## src/rtl/two_phase_sync_responder.sv

```systemverilog
// Two-phase req/ack responder: synchronizes req, hands each event to a valid/ready
// consumer, toggles ack after an optional delay. TWO_PHASE_RSP_PROTO_CHK_EN adds a protocol checker.
module two_phase_sync_responder #(
  parameter int ACK_DELAY = 0,
  parameter int CNT_W     = 16
) (
  input  logic             clk,
  input  logic             rst,
  input  logic             req,
  output logic             ack,
  output logic             ev_valid,
  input  logic             ev_ready,
  output logic [CNT_W-1:0] ev_count,
  output logic             busy,
  output logic             proto_err
);

  typedef enum logic [1:0] {IDLE, SIGNAL, HOLD} state_t;

  localparam logic [7:0] DLY = 8'(ACK_DELAY);

  state_t           state_q, state_d;
  logic             req_m_q, req_s_q;
  logic             ack_q, ack_d;
  logic             ev_valid_q, ev_valid_d;
  logic             busy_q, busy_d;
  logic [CNT_W-1:0] cnt_q, cnt_d;
  logic [7:0]       dly_q, dly_d;

  always_comb begin
    state_d    = state_q;
    ack_d      = ack_q;
    ev_valid_d = ev_valid_q;
    busy_d     = busy_q;
    cnt_d      = cnt_q;
    dly_d      = dly_q;
    case (state_q)
      IDLE: begin
        if (req_s_q != ack_q) begin
          state_d    = SIGNAL;
          ev_valid_d = 1'b1;
          busy_d     = 1'b1;
        end
      end
      SIGNAL: begin
        if (ev_valid_q && ev_ready) begin
          ev_valid_d = 1'b0;
          if (ACK_DELAY == 0) begin
            ack_d   = ~ack_q;
            cnt_d   = cnt_q + CNT_W'(1);
            state_d = IDLE;
            busy_d  = 1'b0;
          end else begin
            dly_d   = DLY;
            state_d = HOLD;
          end
        end
      end
      HOLD: begin
        dly_d = dly_q - 8'd1;
        // counter hits zero on this edge: complete the handshake
        if (dly_q == 8'd1) begin
          ack_d   = ~ack_q;
          cnt_d   = cnt_q + CNT_W'(1);
          state_d = IDLE;
          busy_d  = 1'b0;
        end
      end
      default: begin
        state_d    = IDLE;
        ev_valid_d = 1'b0;
        busy_d     = 1'b0;
      end
    endcase
  end

  always_ff @(posedge clk) begin
    if (rst) begin
      req_m_q    <= 1'b0;
      req_s_q    <= 1'b0;
      state_q    <= IDLE;
      ack_q      <= 1'b0;
      ev_valid_q <= 1'b0;
      busy_q     <= 1'b0;
      cnt_q      <= '0;
      dly_q      <= '0;
    end else begin
      req_m_q    <= req;
      req_s_q    <= req_m_q;
      state_q    <= state_d;
      ack_q      <= ack_d;
      ev_valid_q <= ev_valid_d;
      busy_q     <= busy_d;
      cnt_q      <= cnt_d;
      dly_q      <= dly_d;
    end
  end

  assign ack      = ack_q;
  assign ev_valid = ev_valid_q;
  assign busy     = busy_q;
  assign ev_count = cnt_q;

`ifdef TWO_PHASE_RSP_PROTO_CHK_EN
  logic req_s_dly_q, req_s_dly_d;
  logic proto_err_q, proto_err_d;

  // a req_s change while an event is still open means req toggled again before ack
  always_comb begin
    req_s_dly_d = req_s_q;
    proto_err_d = proto_err_q;
    if ((state_q != IDLE) && (req_s_q != req_s_dly_q))
      proto_err_d = 1'b1;
  end

  always_ff @(posedge clk) begin
    if (rst) begin
      req_s_dly_q <= 1'b0;
      proto_err_q <= 1'b0;
    end else begin
      req_s_dly_q <= req_s_dly_d;
      proto_err_q <= proto_err_d;
    end
  end

  assign proto_err = proto_err_q;
`else
  assign proto_err = 1'b0;
`endif

endmodule
```

## config.mk

```make
export PLATFORM = sky130hd
export DESIGN_NAME = two_phase_sync_responder
export DESIGN_NICKNAME = d
export VERILOG_FILES = /design/src/rtl/two_phase_sync_responder.sv
export SDC_FILE = /design/constraint.sdc
export NUM_CORES = 1
export LEC_CHECK = 0
export CORE_MARGIN = 1.5
export CORE_UTILIZATION = 46
export CTS_CLUSTER_DIAMETER = 80
export DETAILED_ROUTE_END_ITERATION = 6
export PLACE_DENSITY = 0.76
export SLEW_MARGIN = 20
export SYNTH_ARGS = -nofsm -noshare
export SYNTH_HDL_FRONTEND = slang
export SYNTH_SLANG_ARGS = --single-unit
```

## constraint.sdc

```tcl
create_clock -name clk -period 2.3 [get_ports clk]
set_input_delay 0.23 -clock clk [delete_from_list [all_inputs] [get_ports clk]]
set_output_delay 0.23 -clock clk [all_outputs]
set_load 0.02 [all_outputs]
```

==> flow_summary_export.csv, run 1 <==
group,metric,value,unit
synthesis,synthAdderAreaFrac,1.43,%
critical_path,worst-endpoint-arrival,2170,ps
global_route,grt_pass1_wl,2730,um
timing,skew,14.8,ps
timing,final_critical_path_setup_slack,371,ps
detailed_routing,dr_total_vias,752,
synthesis,cell_count_after_synthesis,96,
synthesis,synth.ff_latch_count,20,
place,hpwlAfterDp,1170,um
pwr,leakage,0.393,nW
timing,slew_headroom,53.0,%
synthesis,seq_area_frac_synth,45.9,%
final_layout,post-route-cell-area,1150,um^2
pwr,power_density,600,nW/um^2
timing,achievable-frequency,0.518,GHz
run,max_cap_viol_count,0,
timing,timing.final.hold_violations,0,
synthesis,yosysWarningCount,0,
synthesis,ys_types,29,
clock_tree,cts_htree_levels,1,
synthesis,synth.area.mux_share,0,%
final_layout,layout_commonest_cell,"sky130_fd_sc_hd__clkdlybuf4s50_1",
synthesis,yosys.area_share.xor_xnor,11.0,%
timing,finalWorstPathRequiredPeriod,1930,ps
final_layout,fillerInstances,143,
detailed_routing,remaining_drc_errors,0,
critical_path,worst_r2r_endpoint,"ev_count[15]",
hold_path,hold_class,"reg -> reg",
timing,setup_violations,0,
synthesis,yosys.area_share.simple,28.8,%
clock_tree,cts-hold-fix-buffers,0,
global_route,grt_start_max_net_pins,21,
detailed_routing,dr.pass1.iters,4,
run_status,run_status,"complete, no violations",
synthesis,synth_compound_gate_area_share,9.33,%
final_layout,antenna-diode-count,0,
clock_tree,tritoncts_num_sinks,20,
clock_tree,tritoncts,"built",
place,globalplace.congestion,0.731,
final_layout,drive_above_1_share,7.63,%
clock_tree,cts-resized-gates,0,
floorplan,design.die.area,2170,um^2
final_layout,final_cells,143,
synthesis,synth_top_area_share,45.9,%
timing,timing.setup.tns,0,ps
final_layout,area_growth_syn_to_layout,32.3,%
critical_path,rr_worst_depth,4,
global_route,grt_pass1_vias,624,
timing,worst-slew-pin-transition,703,ps
detailed_routing,vias_per_cell,5.26,
synthesis,postSynthNetCount,101,
detailed_routing,postRouteWirelength,1660,um
pwr,power.total,692,uW
synthesis,synthesis.area_per_instance,9.08,um^2
pwr,vdd_ir_drop_max,480,uV
final_layout,design.final.nets,124,
critical_path,critical_path.endpoint_type,"register",
final_layout,final_cell_mix,"22 x sky130_fd_sc_hd__clkdlybuf4s50_1, 20 x sky130_fd_sc_hd__dfxtp_1, 11 x sky130_fd_sc_hd__nor2_1",
place,dp.cells,139,
synthesis,mappedNetlistArea,872,um^2
clock_tree,clock-root-buffer,"sky130_fd_sc_hd__clkbuf_4",
floorplan,chipWidth,46.5,um
synthesis,synth_top_family_by_area,"simple AND/OR/NAND/NOR gates",
clock_tree,cts_setup_buffers,0,
critical_path,crit_path_class,"reg -> reg",
floorplan,die_y,46.5,um
synthesis,synth_top_cells_by_area,"sky130_fd_sc_hd__dfxtp_1 46%, sky130_fd_sc_hd__xor2_1 10%, sky130_fd_sc_hd__nor2_1 4.7%, sky130_fd_sc_hd__a21oi_1 3.4%, sky130_fd_sc_hd__nand3_1 3.4%",
global_route,overflow,0,
detailed_routing,drt-initial-drc-count,17,
timing,final_period_util,83.9,%
critical_path,cp_max_fo,7,
place,postPlaceCellArea,1100,um^2
clock_tree,clkTransAtPathRegs,120,ps
timing,final-max-slew-violation-count,0,
place,place.port_buffers,22,
critical_path,worstSetupStartpoint,"ev_count[3]",
clock_tree,worstSkewPairLatency,310,ps
critical_path,worst_setup_path_endpoint,"ev_count[15]",
floorplan,num_rows,15,
critical_path,setup.reg_to_reg.worst_slack,370,ps
global_route,groute.usage.overall,18.3,%
timing,unrepaired_setup_endpoints_after_global_routing,"false",
clock_tree,number_of_buffers_added_by_the_clock_tree_synthesis_step,3,
global_route,antenna_found_initial,0,
detailed_routing,drt.antenna.violating_nets,0,
place,place_ws,298,ps
critical_path,start_kind,"register",
critical_path,worst-endpoint-required,2540,ps
critical_path,timing.rr.start,"ev_count[3]",
synthesis,yosysTopAreaCell,"sky130_fd_sc_hd__dfxtp_1",
floorplan,floorplan.core_area,1750,um^2
clock_tree,clock_path_buffers,2,
detailed_routing,routed_wire_length_per_instance,11.6,um
floorplan,start_util,50.0,%
floorplan,number_of_top_level_pins,24,
stage by stage:
stage	hold slack, ps	utilization [%]
2_1_floorplan	329	-
3_3_place_gp	424	63.1
3_5_place_dp	427	63.1
4_1_cts	458	66.1
5_1_grt	476	66.1
6_report	453	66.1
registers in the layout (all words and copies together) (netlist names):
signal    cells
ack           1
ev_count     16
ev_valid      1
req_m_q       1
req_s_q       1
worst min-delay path by stage:
stage                         from       end  slack, ps  depth (start not counted)
after floorplan           ev_ready  ev_valid        330                          1
after global placement     req_m_q   req_s_q        420                          1
after detailed placement   req_m_q   req_s_q        430                          1
after CTS                  req_m_q   req_s_q        460                          1
after global routing       req_m_q   req_s_q        480                          1
final                      req_m_q   req_s_q        450                          1
cell type report:
cell class | count | area [um^2] | share of cell area [%]
timing repair buffer | 22 | 220 | 19.1
multi-input combinational | 71 | 445 | 38.6
inverter | 1 | 3.75 | 0.325
tap | 25 | 31.3 | 2.71
clock inverter | 1 | 30.0 | 2.60
sequential | 20 | 400 | 34.7
clock buffer | 3 | 22.5 | 1.95
metal layers:
metal	vias to the layer above	part of all wire, %	GRT usage (%)
met4	0	1.6	10.3
met1	345	45	23.4
li1	378	-	-
met2	23	49	27.8
met5	-	0	0
met3	6	4.3	4.71
critical path: stages (launching register included):
cell and delay [ps]:
sky130_fd_sc_hd__dfxtp_1 490, sky130_fd_sc_hd__nand4_2 150, sky130_fd_sc_hd__or4_4 560, sky130_fd_sc_hd__or4_1 520
sky130_fd_sc_hd__a21oi_1 140
Yosys cell counts (all sizes together):
cell and number:
o31ai 1, nor2b 2, clkinv 1, or3 4
nand2 8, dfxtp 20, buf 2, o21ba 1
or4 2, xnor2 1, clkbuf 2, nor2 11
a211oi 1, ha 1, nor3 1, nor4 1
xor2 10, a31oi 1, conb 1, o21ai 4
and4 3, nand4 4, a21oi 6, nand3 7
or2 1
cells by family after synthesis:
kind of cell | count (synthesis)
adder cells (fa/ha/maj) | 1
flip-flops | 20
AND/OR/NAND/NOR | 44
buffers and inverters | 5
AO/OA/AOI/OAI | 14
XOR/XNOR | 11
other | 1
power breakdown:
group	internal, mW	leakage [nW]	switching (mW)
logic	0.0209	0.203	0.0235
clock network	0.176	0.0279	0.111
registers	0.353	0.162	0.00813
total	0.550	0.393	0.142
(Power assumes the default switching activity.)
==> run 2, diff against run 1 <==
Clock period 2.3 ns to 1.8 ns, I/O delays scaled along.
==> run 2 against run 1 <==
  * Flip-flop and latch count stayed put
  * Clock skew is 9.9 ps lower
  * Die area stayed put
  * Global-route usage is 0.19 points higher
  * Via count is 4.7% higher
  * Critical path depth stayed put
  * Critical path type unchanged
  * Critical endpoint unchanged
  * Largest cell class unchanged
==> flow_summary_export.csv, run 2 (synthesis gave the netlist of run 1 again) <==
group,metric,value,unit
run_status,run_status,"complete, no violations",
pwr,combPwrFrac,8.9,%
clock_tree,clock_path_buffers,2,
floorplan,chipWidth,46.5,um
timing,timing.setup.tns,0,ps
clock_tree,tritoncts,"built",
floorplan,num_rows,15,
critical_path,worst-endpoint-required,2030,ps
global_route,grt_start_max_net_pins,12,
timing,final-max-slew-violation-count,0,
global_route,overflow,0,
final_layout,design.final.nets,136,
critical_path,worst-endpoint-arrival,1900,ps
hold_path,hold_end,"req_m_q",
clock_tree,clock-root-buffer,"sky130_fd_sc_hd__clkbuf_4",
clock_tree,tritoncts_num_sinks,20,
detailed_routing,routed_wire_length_per_instance,11.3,um
critical_path,timing.rr.start,"ev_count[6]",
critical_path,cp_max_fo,6,
critical_path,crit_path_class,"reg -> reg",
detailed_routing,remaining_drc_errors,0,
floorplan,floorplan.core_area,1750,um^2
pwr,netSwitchingPower,173,uW
hold_path,hold_class,"in -> reg",
place,dp.cells,151,
hold_path,holdPathStages,2,
final_layout,flip_flop_count_of_the_largest_register_after_layout,16,
run,max_cap_viol_count,0,
place,postPlaceCellArea,1200,um^2
detailed_routing,dr.pass1.iters,4,
hold_path,launch_point_of_the_worst_hold_path,"req",
timing,timing.final.hold_violations,0,
detailed_routing,postRouteWirelength,1750,um
clock_tree,clkTransAtPathRegs,110,ps
final_layout,final_cell_mix,"22 x sky130_fd_sc_hd__clkdlybuf4s50_1, 13 x sky130_fd_sc_hd__dfxtp_1, 12 x sky130_fd_sc_hd__buf_4",
floorplan,number_of_top_level_pins,24,
clock_tree,number_of_buffers_added_by_the_clock_tree_synthesis_step,3,
final_layout,fillerInstances,146,
place,hpwlAfterDp,1380,um
timing,final_period_util,92.8,%
detailed_routing,dr_total_vias,787,
final_layout,layout_commonest_cell,"sky130_fd_sc_hd__clkdlybuf4s50_1",
pwr,vdd_ir_drop_max,496,uV
timing,timing.hold.ws,433,ps
clock_tree,worstSkewPairLatency,290,ps
global_route,grt_pass1_wl,2870,um
clock_tree,cts_setup_buffers,0,
floorplan,design.die.area,2170,um^2
critical_path,rr_worst_depth,4,
critical_path,start_kind,"register",
clock_tree,cts-hold-fix-buffers,0,
place,place.port_buffers,22,
pwr,power_density,621,nW/um^2
floorplan,die_y,46.5,um
critical_path,critical_path.endpoint_type,"register",
global_route,grt_pass1_vias,671,
place,globalplace.congestion,0.754,
pwr,power.clock.fraction,32.5,%
floorplan,start_util,50.0,%
timing,skew,4.89,ps
timing,unrepaired_setup_endpoints_after_global_routing,"false",
clock_tree,cts-resized-gates,0,
pwr,switching_share,22.2,%
clock_tree,cts_htree_levels,1,
final_layout,post-route-cell-area,1250,um^2
timing,finalWorstPathRequiredPeriod,1670,ps
detailed_routing,drt-initial-drc-count,13,
pwr,leakage,0.460,nW
critical_path,worst_r2r_endpoint,"ev_count[15]",
final_layout,antenna-diode-count,0,
pwr,pwr-share-seq,58.6,%
pwr,internal_pwr_total,606,uW
final_layout,drive_above_1_share,23.1,%
timing,setup_violations,0,
global_route,antenna_found_initial,0,
final_layout,final_cells,155,
global_route,groute.usage.overall,18.5,%
critical_path,setup.reg_to_reg.worst_slack,130,ps
detailed_routing,drt.antenna.violating_nets,0,
detailed_routing,vias_per_cell,5.08,
timing,achievable-frequency,0.599,GHz
final_layout,area_growth_syn_to_layout,43.9,%
run 2: how the worst max path moves through the flow:
stage | start | endpoint | depth (start not counted)
global placement | ev_count[6] | ev_count[15] | 4
CTS | ev_count[6] | ev_count[15] | 4
detailed placement | ev_count[6] | ev_count[15] | 4
finish | ev_count[6] | ev_count[15] | 4
floorplan | ev_count[9] | ev_count[15] | 4
global route | ev_count[6] | ev_count[15] | 4
run 2: stage by stage:
step | setup slack (ps) | utilization (%) | total power, mW
5_1_grt | 52.0 | 71.9 | 0.810
6_report | 130 | 71.9 | 0.779
4_1_cts | 12.5 | 70.8 | 0.790
3_3_place_gp | 85.7 | 68.7 | 0.536
3_5_place_dp | 50.3 | 68.7 | 0.538
2_1_floorplan | 17.9 | - | 0.504
run 2: layout make-up:
type                            count  area, um^2  share of cell area, %
Sequential cell                    20         412                   32.8
Clock buffer                        4        36.3                   2.89
Inverter                            1        3.75                  0.299
Multi-Input combinational cell     71         462                   36.8
Tap cell                           25        31.3                   2.49
Timing Repair Buffer               34         310                   24.7
run 2: critical path, cell delays in order (launching register included):
cell and delay [ps]:
sky130_fd_sc_hd__dfxtp_4 390, sky130_fd_sc_hd__nand4_4 100, sky130_fd_sc_hd__or4_4 570, sky130_fd_sc_hd__or4_4 430, sky130_fd_sc_hd__a21oi_2 120
run 2: per-layer routing:
| layer | vias up | share of wire (%) | GRT usage, % |
|---|---|---|---|
| met5 | - | 0 | 0 |
| met4 | 0 | 0.74 | 6.86 |
| met3 | 2 | 3.5 | 3.53 |
| met2 | 17 | 48 | 28.9 |
| met1 | 364 | 48 | 25.2 |
| li1 | 404 | - | - |
run 2: power groups by stage:
stage	Clock (mW)	Sequential (mW)	Combinational, mW
floorplan	0	0.476	0.0281
global placement	0	0.468	0.0681
detailed placement	0	0.468	0.0696
CTS	0.262	0.458	0.0699
global route	0.277	0.458	0.0755
finish	0.253	0.457	0.0693
